<file path="src/rtl/cdc_wr_arbiter.sv">
// Packet-granular round-robin arbiter sharing the CDC FIFO write port among N_REQ requesters.
// Define CDC_ARB_SRCID_EN to prepend grant_id to every beat written into the FIFO.
module cdc_wr_arbiter #(
  parameter int unsigned N_REQ   = 4,
  parameter int unsigned DATA_W  = 8,
  parameter int unsigned MAX_LEN = 16,
  localparam int unsigned SRC_W  = $clog2(N_REQ),
`ifdef CDC_ARB_SRCID_EN
  localparam int unsigned OUT_W  = DATA_W + SRC_W
`else
  localparam int unsigned OUT_W  = DATA_W
`endif
) (
  input  logic                      clk,
  input  logic                      rst_n,
  input  logic [N_REQ-1:0]          req_valid,
  input  logic [N_REQ*DATA_W-1:0]   req_data,
  input  logic [N_REQ-1:0]          req_last,
  output logic [N_REQ-1:0]          req_ready,
  output logic                      wr_valid,
  output logic [OUT_W-1:0]          wr_data,
  output logic                      wr_last,
  input  logic                      wr_ready,
  output logic [SRC_W-1:0]          grant_id,
  output logic                      busy,
  output logic                      len_err
);

  localparam int unsigned CNT_W = $clog2(MAX_LEN + 1);
  localparam logic [CNT_W-1:0] LastCnt = CNT_W'(MAX_LEN - 1);

  localparam logic StIdle = 1'b0;
  localparam logic StBusy = 1'b1;

  logic             state_q, state_d;
  logic [SRC_W-1:0] rr_ptr_q, rr_ptr_d;
  logic [SRC_W-1:0] grant_q, grant_d;
  logic [CNT_W-1:0] beat_cnt_q, beat_cnt_d;
  logic             len_err_q, len_err_d;

  logic [SRC_W-1:0] pick;
  logic             pick_vld;
  logic [SRC_W:0]   idx;
  logic [SRC_W-1:0] ptr_inc;
  logic             g_valid, g_last, xfer;
  logic [DATA_W-1:0] g_data;

  // First valid requester at or after rr_ptr, wrapping at N_REQ (not necessarily a power of two).
  always_comb begin
    pick     = '0;
    pick_vld = 1'b0;
    idx      = '0;
    for (int unsigned i = 0; i < N_REQ; i++) begin
      idx = {1'b0, rr_ptr_q} + (SRC_W + 1)'(i);
      if (idx >= (SRC_W + 1)'(N_REQ)) begin
        idx = idx - (SRC_W + 1)'(N_REQ);
      end
      if (!pick_vld && req_valid[idx[SRC_W-1:0]]) begin
        pick_vld = 1'b1;
        pick     = idx[SRC_W-1:0];
      end
    end
  end

  assign ptr_inc = (grant_q == SRC_W'(N_REQ - 1)) ? '0 : grant_q + 1'b1;

  assign g_valid = req_valid[grant_q];
  assign g_last  = req_last[grant_q];
  assign g_data  = req_data[grant_q*DATA_W +: DATA_W];

  assign busy     = (state_q == StBusy);
  assign wr_valid = busy & g_valid;
  // Forced last on the MAX_LEN-th beat caps how long one source can hold the port.
  assign wr_last  = busy & (g_last | (beat_cnt_q == LastCnt));
  assign xfer     = wr_valid & wr_ready;
  assign grant_id = grant_q;
  assign len_err  = len_err_q;

`ifdef CDC_ARB_SRCID_EN
  assign wr_data = {grant_q, g_data};
`else
  assign wr_data = g_data;
`endif

  always_comb begin
    req_ready = '0;
    if (busy) begin
      req_ready[grant_q] = wr_ready;
    end
  end

  always_comb begin
    state_d    = state_q;
    grant_d    = grant_q;
    rr_ptr_d   = rr_ptr_q;
    beat_cnt_d = beat_cnt_q;
    len_err_d  = 1'b0;
    case (state_q)
      StIdle: begin
        if (pick_vld) begin
          state_d    = StBusy;
          grant_d    = pick;
          beat_cnt_d = '0;
        end
      end
      StBusy: begin
        if (xfer) begin
          if (wr_last) begin
            state_d    = StIdle;
            beat_cnt_d = '0;
            rr_ptr_d   = ptr_inc;
            len_err_d  = ~g_last;
          end else begin
            beat_cnt_d = beat_cnt_q + 1'b1;
          end
        end
      end
      default: state_d = StIdle;
    endcase
  end

  always_ff @(posedge clk or negedge rst_n) begin
    if (!rst_n) begin
      state_q    <= StIdle;
      rr_ptr_q   <= '0;
      grant_q    <= '0;
      beat_cnt_q <= '0;
      len_err_q  <= 1'b0;
    end else begin
      state_q    <= state_d;
      rr_ptr_q   <= rr_ptr_d;
      grant_q    <= grant_d;
      beat_cnt_q <= beat_cnt_d;
      len_err_q  <= len_err_d;
    end
  end

endmodule
</file>
<file path="config.mk">
export PLATFORM = sky130hd
export DESIGN_NAME = cdc_wr_arbiter
export DESIGN_NICKNAME = d
export VERILOG_FILES = /design/src/rtl/cdc_wr_arbiter.sv
export SDC_FILE = /design/constraint.sdc
export NUM_CORES = 1
export LEC_CHECK = 0
export ABC_AREA = 1
export BUFFER_PORTS_ARGS = -buffer_cell sky130_fd_sc_hd__buf_2
export CORE_MARGIN = 2
export CORE_UTILIZATION = 49
export CTS_BUF_LIST = sky130_fd_sc_hd__clkbuf_8 sky130_fd_sc_hd__clkbuf_16
export DETAILED_ROUTE_END_ITERATION = 10
export HOLD_SLACK_MARGIN = 0.05
export PLACE_DENSITY = 0.85
export SYNTH_ARGS = -nofsm -noshare
export SYNTH_HDL_FRONTEND = slang
export SYNTH_SLANG_ARGS = --single-unit
</file>
<file path="constraint.sdc">
create_clock -name clk -period 3.5 [get_ports clk]
set_input_delay 0.35 -clock clk [delete_from_list [all_inputs] [get_ports clk]]
set_output_delay 0.35 -clock clk [all_outputs]
set_load 0.01 [all_outputs]
</file>
==> flow_summary_export.csv, run 1 <==
group,metric,value,unit
yosys,synth.cell_area,0.00119,mm^2
placement,portBuffers,60,
timing,worstMarginPinSlew,0.679,ns
clocking,tritoncts,"yes",
clocking,cts_buffer_depth,2,
clocking,clkTransAtPathRegs,0.05,ns
grt,vias_in_the_first_global_route,1223,
placement,dpl.cell_count,276,
worst_setup_path,regToRegEndpoint,"rr_ptr_q[0]",
finish,antenna-diode-count,0,
floorplanning,die_w,53.3,um
grt,grt_pass1_wl,4880,um
timing,setup_violations,0,
worst_setup_path,cp.buffers_inverters,3,
worst_setup_path,timing.critical_path.from,"grant_id[0]",
timing,slew-limit-headroom,54.7,%
finish,multi_input_area,788,um^2
detailed_routing,drt_iter0_markers,16,
yosys,synth.yosys.warnings,0,
worst_setup_path,cp-start-kind,"flop",
yosys,synth_top_area_share,23.1,%
grt,grt.total_usage,22.9,%
worst_setup_path,crit_path_end_kind,"output port",
detailed_routing,wl_per_cell,10.7,um
timing,skew,0.00864,ns
finish,syn_to_final_growth,29.8,%
worst_setup_path,kind_of_cell_adding_the_most_delay_to_the_critical_path,"flip-flops",
clocking,cts_buffers,3,
placement,place.gp.congestion,0.789,
worst_setup_path,r2r_cells,8,
yosys,yosys.area.top_type,"dfrtp_1",
grt,initial_antenna_violation_count,0,
yosys,yosysSeqAreaShare,23.1,%
clocking,cts_resized,0,
worst_setup_path,cp_num_cells,8,
clocking,cts.sink_count,11,
detailed_routing,vias_per_cell,5.01,
worst_setup_path,crit-reg2reg-launch,"grant_id[0]",
grt,grt.overflow.total,0,
yosys,synth_cells,195,
yosys,synth.ff_latch_count,11,
timing,final.hold.worst_slack,0.505,ns
timing,hold_viol_final,0,
timing,tns,0,ns
pwr,max-vdd-ir-drop,0.464,mV
worst_setup_path,cp_slowest_cell,"dfrtp_1",
worst_setup_path,slowest_delay,0.77,ns
worst_hold_path,min_path_type,"in -> async",
floorplanning,initial_utilization,52.8,%
floorplanning,chipHeight,53.3,um
clocking,cts.htree.levels,1,
timing,final-max-slew-violation-count,0,
worst_setup_path,sequence_of_cells_on_the_critical_path,"inv_2, nand2_1, nand3_1, nand2_1, nand2_1, nand2_1, inv_1, buf_2",
yosys,postSynthAreaPerCell,6.10,um^2
timing,grt_setup_unrepaired,"no",
detailed_routing,routed_wirelength,3000,um
timing,achievable-frequency,427,MHz
grt,grt.busiest_layer,"met2",
detailed_routing,antenna_left,0,
floorplanning,dieArea,0.00284,mm^2
worst_setup_path,cpMostUsedCell,"nand2_1",
worst_setup_path,r2r_slack,1.47,ns
detailed_routing,vias,1408,
yosys,number_of_nets_produced_by_synthesis,244,
finish,fillerInstances,225,
worst_setup_path,critPathMaxFanout,25,
grt,grt_use_met1,28.5,%
finish,final_layout_size_suffix_gt1_share,31.6,%
worst_setup_path,cp.arrival,1.99,ns
finish,fin_cells,281,
finish,final_nets,303,
placement,detailed_place_hpwl,2370,um
clocking,cts-root-buf,"clkbuf_8",
worst_setup_path,crit_end,"wr_last",
pwr,leakage,0.902,nW
timing,post-route-period-util,67.0,%
finish,ff_latch_area,275,um^2
floorplanning,boundaryPins,61,
detailed_routing,detailedRoute.firstPassIterationCount,4,
worst_setup_path,worst_ep_required_time,3.15,ns
pwr,power_density,806,mW/mm^2
status,status,"finished, final reports clean",
yosys,yosys-top-cells-area,"dfrtp_1, nand2_1, nor2_1, o21ai_0, nand3_1",
floorplanning,placeableCoreArea,0.00225,mm^2
detailed_routing,drc,0,
timing,layout_min_cycle_time,2.34,ns
pwr,fin_total_pwr,1.24,mW
run,max_cap_viol_count,0,
grt,grt_start_max_net_pins,26,
worst_setup_path,timing.setup.critical_path_class,"reg -> out",
grt,met2_usage,40.1,%
finish,final_design_area_excluding_fillers,0.00154,mm^2
yosys,ys_types,25,
floorplanning,placementRows,17,
clocking,later_pin_clock_latency_in_the_skew_report,0.24,ns
placement,detailed_place.area,0.00149,mm^2
grt,use_met3,3.95,%
==> worst register-to-register path, cell delays in order, from the launching register on <==
cell,delay [ns]
dfrtp_1,0.77
inv_2,0.32
a21oi_1,0.19
o21ai_1,0.10
nand2_1,0.13
nand2_4,0.11
nor2_2,0.16
nand3_1,0.08
o21ai_0,0.08
==> timing repair <==
item | in CTS | in global routing
endpoints found under the hold margin | 11 | 0
hold buffers | 1 | 0
buffers inserted | 0 | 0
==> metal layers <==
metal | vias to the layer above | part of all wire (%)
li1 | 742 | -
met1 | 609 | 45
met2 | 52 | 48
met3 | 5 | 6.3
met4 | 0 | 0.73
met5 | - | 0
==> logic make-up (layout without fill, tap and decap cells) <==
group	count (synthesis)	after routing	share of synthesized area, %
adder cells (fa/ha/maj)	6	6	6.31
buffers and inverters	29	87	10.6
AND/OR/NAND/NOR	114	114	43.6
XOR/XNOR	2	2	1.47
flip-flops	11	11	23.1
AO/OA/AOI/OAI	33	33	14.8
==> registers in the layout (all words and copies together), names as in the netlist <==
signal      cells
rr_ptr_q        2
busy            1
grant_id        2
len_err         1
beat_cnt_q      5
==> cell usage in the layout (no fill, tap or decap), drive strengths merged <==
master       instances
a21oi                3
a31oi                1
and3                 1
buf                 60
clkbuf               3
dfrtp               11
dlygate4sd3          1
ha                   6
inv                 23
nand2               62
nand3               19
nand4                1
nor2                31
o21ai               21
o22ai                8
xnor2                1
xor2                 1
==> power by group <==
group	internal, mW	switching (mW)
registers	0.168	0.102
logic	0.319	0.529
clock network	0.0771	0.0493
total	0.564	0.680
==> stage by stage <==
stage,worst slack [ns],utilization [%]
5_1_grt,0.993,68.5
3_3_place_gp,1.48,66.0
2_1_floorplan,1.75,-
3_5_place_dp,1.41,66.0
6_report,1.16,68.5
4_1_cts,1.16,68.5
==> area by class of cell <==
type                       instances  area share (%)
timing repair buffer              61            20.1
clock inverter                     1           0.243
clock buffer                       3            2.67
tap                               28            2.27
sequential                        11            17.8
inverter                          22            5.83
multi-input combinational        155            51.1
==> cell usage after synthesis (all sizes together) <==
master   n
nand2   62
a21oi    3
inv     22
ha       6
xor2     1
nand3   19
xnor2    1
nor2    31
nand4    1
clkbuf   4
and3     1
o22ai    8
o21ai   21
dfrtp   11
buf      3
a31oi    1
==> worst min path at each step <==
| stage | slack (ns) | cells after the start | start | to |
|---|---|---|---|---|
| global route | 0.53 | 2 | rst_n | beat_cnt_q[2] |
| finish | 0.50 | 2 | rst_n | beat_cnt_q[2] |
| global placement | 0.23 | 1 | rst_n | beat_cnt_q[2] |
| detailed placement | 0.23 | 1 | rst_n | beat_cnt_q[2] |
| floorplan | 0.05 | 0 | rst_n | beat_cnt_q[0] |
| CTS | 0.51 | 2 | rst_n | beat_cnt_q[2] |
Power figures use the tool's default switching activity.
==> run 2: changes to the inputs <==
- CORE_UTILIZATION: 49 -> 45
- PLACE_DENSITY: 0.85 -> 0.79
- clock period: 3.5 -> 2.24 ns (I/O delays scaled with it)
==> run 2 against run 1 <==
  * Via count shrank 0.14%
  * Final area rose by 1.1%
  * Final cell count up 1.4%
  * Critical path type unchanged
==> flow_summary_export.csv, run 2 (same netlist as run 1, synthesis figures left out) <==
group,metric,value,unit
status,status,"finished, final reports clean",
clocking,later_pin_clock_latency_in_the_skew_report,0.25,ns
timing,post-route-period-util,82.5,%
timing,achievable-frequency,541,MHz
floorplanning,die_w,55.4,um
worst_setup_path,worst_ep_required_time,2.02,ns
timing,skew,0.00381,ns
pwr,max-vdd-ir-drop,0.757,mV
timing,slew-limit-headroom,73.0,%
finish,final_layout_size_suffix_gt1_share,32.2,%
run,max_cap_viol_count,0,
pwr,power_density,1270,mW/mm^2
placement,portBuffers,60,
timing,final-max-slew-violation-count,0,
clocking,cts-root-buf,"clkbuf_8",
detailed_routing,drt_iter0_markers,35,
placement,detailed_place_hpwl,2470,um
finish,fin_cells,285,
finish,multi_input_area,788,um^2
worst_setup_path,r2r_slack,0.61,ns
worst_setup_path,cp_slowest_cell,"dfrtp_1",
floorplanning,dieArea,0.00307,mm^2
finish,antenna-diode-count,0,
worst_setup_path,cp.buffers_inverters,3,
timing,layout_min_cycle_time,1.85,ns
pwr,fin_total_pwr,1.99,mW
worst_setup_path,cp.arrival,1.62,ns
floorplanning,chipHeight,55.4,um
finish,final_nets,305,
finish,ff_latch_area,275,um^2
worst_setup_path,timing.critical_path.from,"beat_cnt_q[0]",
floorplanning,initial_utilization,47.6,%
finish,final_util,62.5,%
detailed_routing,vias_per_cell,4.93,
grt,grt_start_max_net_pins,25,
clocking,cts.htree.levels,1,
floorplanning,placeableCoreArea,0.00250,mm^2
detailed_routing,detailedRoute.firstPassIterationCount,4,
clocking,number_of_buffers_added_for_setup_after_cts,0,
grt,grt.total_usage,21.2,%
detailed_routing,vias,1406,
clocking,tritoncts,"yes",
timing,worstMarginPinSlew,0.405,ns
timing,setup_violations,0,
detailed_routing,routed_wirelength,3100,um
worst_setup_path,kind_of_cell_adding_the_most_delay_to_the_critical_path,"flip-flops",
worst_setup_path,crit-reg2reg-launch,"rr_ptr_q[0]",
clocking,clkTransAtPathRegs,0.05,ns
finish,top_library_cells_by_usage_in_the_layout_fill_and_taps_aside,"buf_2, nand2_1, nor2_1, o21ai_0, inv_1",
floorplanning,placementRows,18,
worst_setup_path,regToRegEndpoint,"beat_cnt_q[4]",
grt,initial_antenna_violation_count,0,
floorplanning,boundaryPins,61,
clocking,cts_buffers,3,
clocking,cts.sink_count,11,
finish,fillerInstances,252,
finish,largest_reg_flops,5,
worst_setup_path,slowest_delay,0.40,ns
pwr,leakage,0.912,nW
worst_hold_path,min_path_type,"in -> async",
grt,grt_pass1_wl,5350,um
grt,vias_in_the_first_global_route,1289,
worst_setup_path,sequence_of_cells_on_the_critical_path,"ha_1, and3_1, ha_1, inv_1, nand2_1, nand2_1, inv_1, buf_2",
clocking,cts_buffer_depth,2,
timing,tns,0,ns
timing,grt_setup_unrepaired,"no",
detailed_routing,drc,0,
worst_setup_path,crit_path_end_kind,"output port",
worst_setup_path,crit_end,"wr_last",
worst_setup_path,timing.setup.critical_path_class,"reg -> out",
grt,grt.overflow.total,0,
timing,hold_viol_final,0,
finish,syn_to_final_growth,31.2,%
worst_setup_path,cp-start-kind,"flop",
finish,largest-register,"beat_cnt_q",
worst_setup_path,critPathMaxFanout,4,
worst_setup_path,r2r_cells,9,
placement,place.gp.congestion,0.878,
detailed_routing,wl_per_cell,10.9,um
finish,layout.cells.most_common,"buf_2",
placement,dpl.cell_count,280,
detailed_routing,antenna_left,0,
worst_setup_path,cp_num_cells,8,
## run 2: cell type report
cell class / count / area share, %
well taps: 30 / 2.40
clock inverters: 1 / 0.240
inverters: 22 / 5.77
multi-input cells: 155 / 50.5
clock buffers: 3 / 2.64
flip-flops and latches: 11 / 17.6
repair buffers: 63 / 20.8
## run 2: worst min path at each step
stage               startpoint       endpoint  slack [ns]  cells past startpoint
floorplan                rst_n  beat_cnt_q[0]       -0.07                      0
global placement         rst_n        len_err        0.10                      1
detailed placement       rst_n        len_err        0.11                      1
global route             rst_n           busy        0.44                      2
CTS                      rst_n  beat_cnt_q[2]        0.38                      2
finish                   rst_n           busy        0.39                      2
## run 2: layer usage
metal	track usage [%]	part of all wire, %
met3	3.04	6.1
met5	0	0
met2	37.6	49
met4	6.27	1.4
met1	26.5	43
## run 2: worst reg2reg max path: cells and delay by family, from the launching register on
kind,cells,cell delay [ns]
flops,1,0.58
simple gates,9,0.96
## run 2: where the power goes
part,switching [mW],total [mW],internal [mW],leakage (nW)
Combinational,0.915,1.44,0.521,0.744
Clock,0.0819,0.203,0.121,0.0269
Sequential,0.0825,0.347,0.264,0.141
## run 2: what timing repair did
action / 4_1_cts / 5_1_grt
hold buffers: 1 / 0
endpoints found under the hold margin: 11 / 0
gates resized for setup: 0 / 0
## run 2: metrics by stage
stage	setup WS, ns	cell area (um^2)	hold WS [ns]
2_1_floorplan	0.612	1190	-0.0716
3_3_place_gp	0.661	1510	0.104
3_5_place_dp	0.627	1510	0.108
4_1_cts	0.392	1560	0.382
5_1_grt	0.304	1560	0.436
6_report	0.393	1560	0.392
==> run 3: changes to the inputs <==
- clock period: 2.24 -> 1.7 ns (I/O delays scaled with it)
==> run 3 against run 2 <==
  * Worst hold slack worse by 0.063 ns
  * Non-clock buffer count up 10
  * Critical endpoint unchanged
  * First-iteration DRC count up 29%
  * Largest cell class unchanged
==> flow_summary_export.csv, run 3 (same netlist as run 1, synthesis figures left out) <==
group,metric,value,unit
worst_setup_path,cp_slowest_cell,"dfrtp_1",
placement,place.gp.congestion,0.900,
timing,achievable-frequency,589,MHz
finish,syn_to_final_growth,40.2,%
timing,slew-limit-headroom,83.3,%
worst_setup_path,worst_ep_required_time,1.53,ns
finish,final_util,66.7,%
finish,largest_reg_flops,5,
pwr,leakage,0.955,nW
clocking,cts-root-buf,"clkbuf_8",
worst_setup_path,cp-start-kind,"flop",
timing,post-route-period-util,99.9,%
placement,portBuffers,60,
timing,worstMarginPinSlew,0.251,ns
detailed_routing,detailroute.wirelength.met3,144,um
grt,grt.overflow.total,0,
finish,final_layout_size_suffix_gt1_share,37.4,%
floorplanning,placeableCoreArea,0.00250,mm^2
finish,final_nets,315,
detailed_routing,topRoutingLayerUsed,"met4",
detailed_routing,drt_iter0_markers,45,
timing,setup_violations,0,
worst_setup_path,sequence_of_cells_on_the_critical_path,"ha_2, and3_4, ha_4, inv_2, nand2_1, nand2_1, inv_1, buf_2",
floorplanning,initial_utilization,47.6,%
run,max_cap_viol_count,0,
detailed_routing,routed_wirelength,3220,um
detailed_routing,detailedRoute.firstPassIterationCount,4,
finish,layout.cells.most_common,"buf_2",
detailed_routing,antenna_left,0,
worst_setup_path,crit_path_end_kind,"output port",
pwr,max-vdd-ir-drop,1.10,mV
clocking,cts.htree.levels,1,
clocking,cts_buffer_depth,2,
worst_setup_path,slowest_delay,0.39,ns
finish,top_library_cells_by_usage_in_the_layout_fill_and_taps_aside,"buf_2, nand2_1, nor2_1, o21ai_0, inv_1",
detailed_routing,vias_per_cell,4.97,
floorplanning,dieArea,0.00307,mm^2
timing,final-max-slew-violation-count,0,
detailed_routing,met2WireLength,1610,um
worst_setup_path,kind_of_cell_adding_the_most_delay_to_the_critical_path,"flip-flops",
detailed_routing,vias,1467,
detailed_routing,drt_met1_wl,1440,um
detailed_routing,drc,0,
timing,hold_viol_final,0,
worst_setup_path,cpMostUsedCell,"nand2_1",
worst_setup_path,cp.arrival,1.53,ns
finish,antenna-diode-count,0,
grt,vias_in_the_first_global_route,1299,
detailed_routing,wl_per_cell,10.9,um
clocking,later_pin_clock_latency_in_the_skew_report,0.24,ns
worst_setup_path,critPathMaxFanout,2,
grt,initial_antenna_violation_count,0,
clocking,cts_buffers,3,
clocking,clkTransAtPathRegs,0.05,ns
timing,layout_min_cycle_time,1.70,ns
status,status,"finished, final reports clean",
finish,fillerInstances,219,
finish,multi_input_area,813,um^2
worst_setup_path,timing.setup.critical_path_class,"reg -> out",
floorplanning,die_w,55.4,um
floorplanning,placementRows,18,
grt,grt_start_max_net_pins,14,
placement,detailed_place_hpwl,2540,um
floorplanning,boundaryPins,61,
floorplanning,chipHeight,55.4,um
finish,largest-register,"beat_cnt_q",
timing,grt_setup_unrepaired,"yes",
timing,final.hold.worst_slack,0.329,ns
worst_setup_path,cp.buffers_inverters,3,
grt,grt_pass1_wl,5230,um
pwr,power_density,1680,mW/mm^2
timing,skew,0.00173,ns
worst_hold_path,min_path_type,"in -> async",
clocking,tritoncts,"yes",
grt,grt.total_usage,20.8,%
clocking,cts.sink_count,11,
finish,ff_latch_area,279,um^2
[run 3: cell types whose count changed in the layout (fill, tap and decap cells not counted), sizes merged]
| cell | previous run | this run |
|---|---|---|
| buf | 62 | 72 |
[run 3: metal layers]
metal  up-vias  GRT usage [%]
li1        773              -
met3         2           3.28
met4         0           5.57
met1       643           25.1
met2        49           37.8
met5         -              0
[run 3: repair_timing]
action | in CTS | in global routing
hold endpoints to repair | 11 | 0
pin swaps | 1 | 1
resized for setup | 2 | 8
setup endpoints to repair | 1 | 13
gates cloned | 0 | 0
buffers inserted | 4 | 2
hold buffers | 1 | 0
[run 3: report_power, final]
group          leakage [nW]  switching (mW)  internal (mW)
logic                 0.791            1.22          0.828
registers             0.138           0.145          0.355
clock network        0.0269          0.0962          0.158
total                 0.955            1.46           1.34
[run 3: worst paths after layout]
kind,startpoint,end,slack [ns],cells past startpoint
worst max-delay path,beat_cnt_q[0],wr_last,0.002,8
worst min-delay path,rst_n,beat_cnt_q[3],0.33,2
worst max register to register,beat_cnt_q[0],rr_ptr_q[0],0.15,10
worst min register to register,beat_cnt_q[4],beat_cnt_q[4],0.52,2
max in group asynchronous,rst_n,grant_id[1],1.15,2
min in group clk,req_last[2],len_err,0.36,6
[run 3: final cells by class]
type	count	area share (%)
tap	30	2.25
clock inverter	1	0.225
multi-input combinational	155	48.8
clock buffer	3	2.48
timing repair buffer	73	24.0
inverter	22	5.55
sequential	11	16.7
[run 3: worst register-to-register path, stage by stage, from the launching register on]
cell	delay (ns)
dfrtp_1	0.36
ha_2	0.20
and3_4	0.21
ha_4	0.12
inv_2	0.03
nand2_1	0.05
nand2_1	0.06
buf_4	0.15
nor2_4	0.13
nand3_1	0.08
o21ai_0	0.07
[run 3: stage by stage]
stage	std cells	setup slack (ns)	instance area [um^2]	setup TNS [ns]	power (mW)
CTS	293	0.0109	1630	0	2.73
floorplan	195	0.126	1190	0	1.86
finish	295	0.00151	1670	0	2.80
global route	295	-0.0590	1670	-0.0590	3.09
detailed placement	284	0.109	1540	0	2.41
global placement	284	0.156	1540	0	2.40
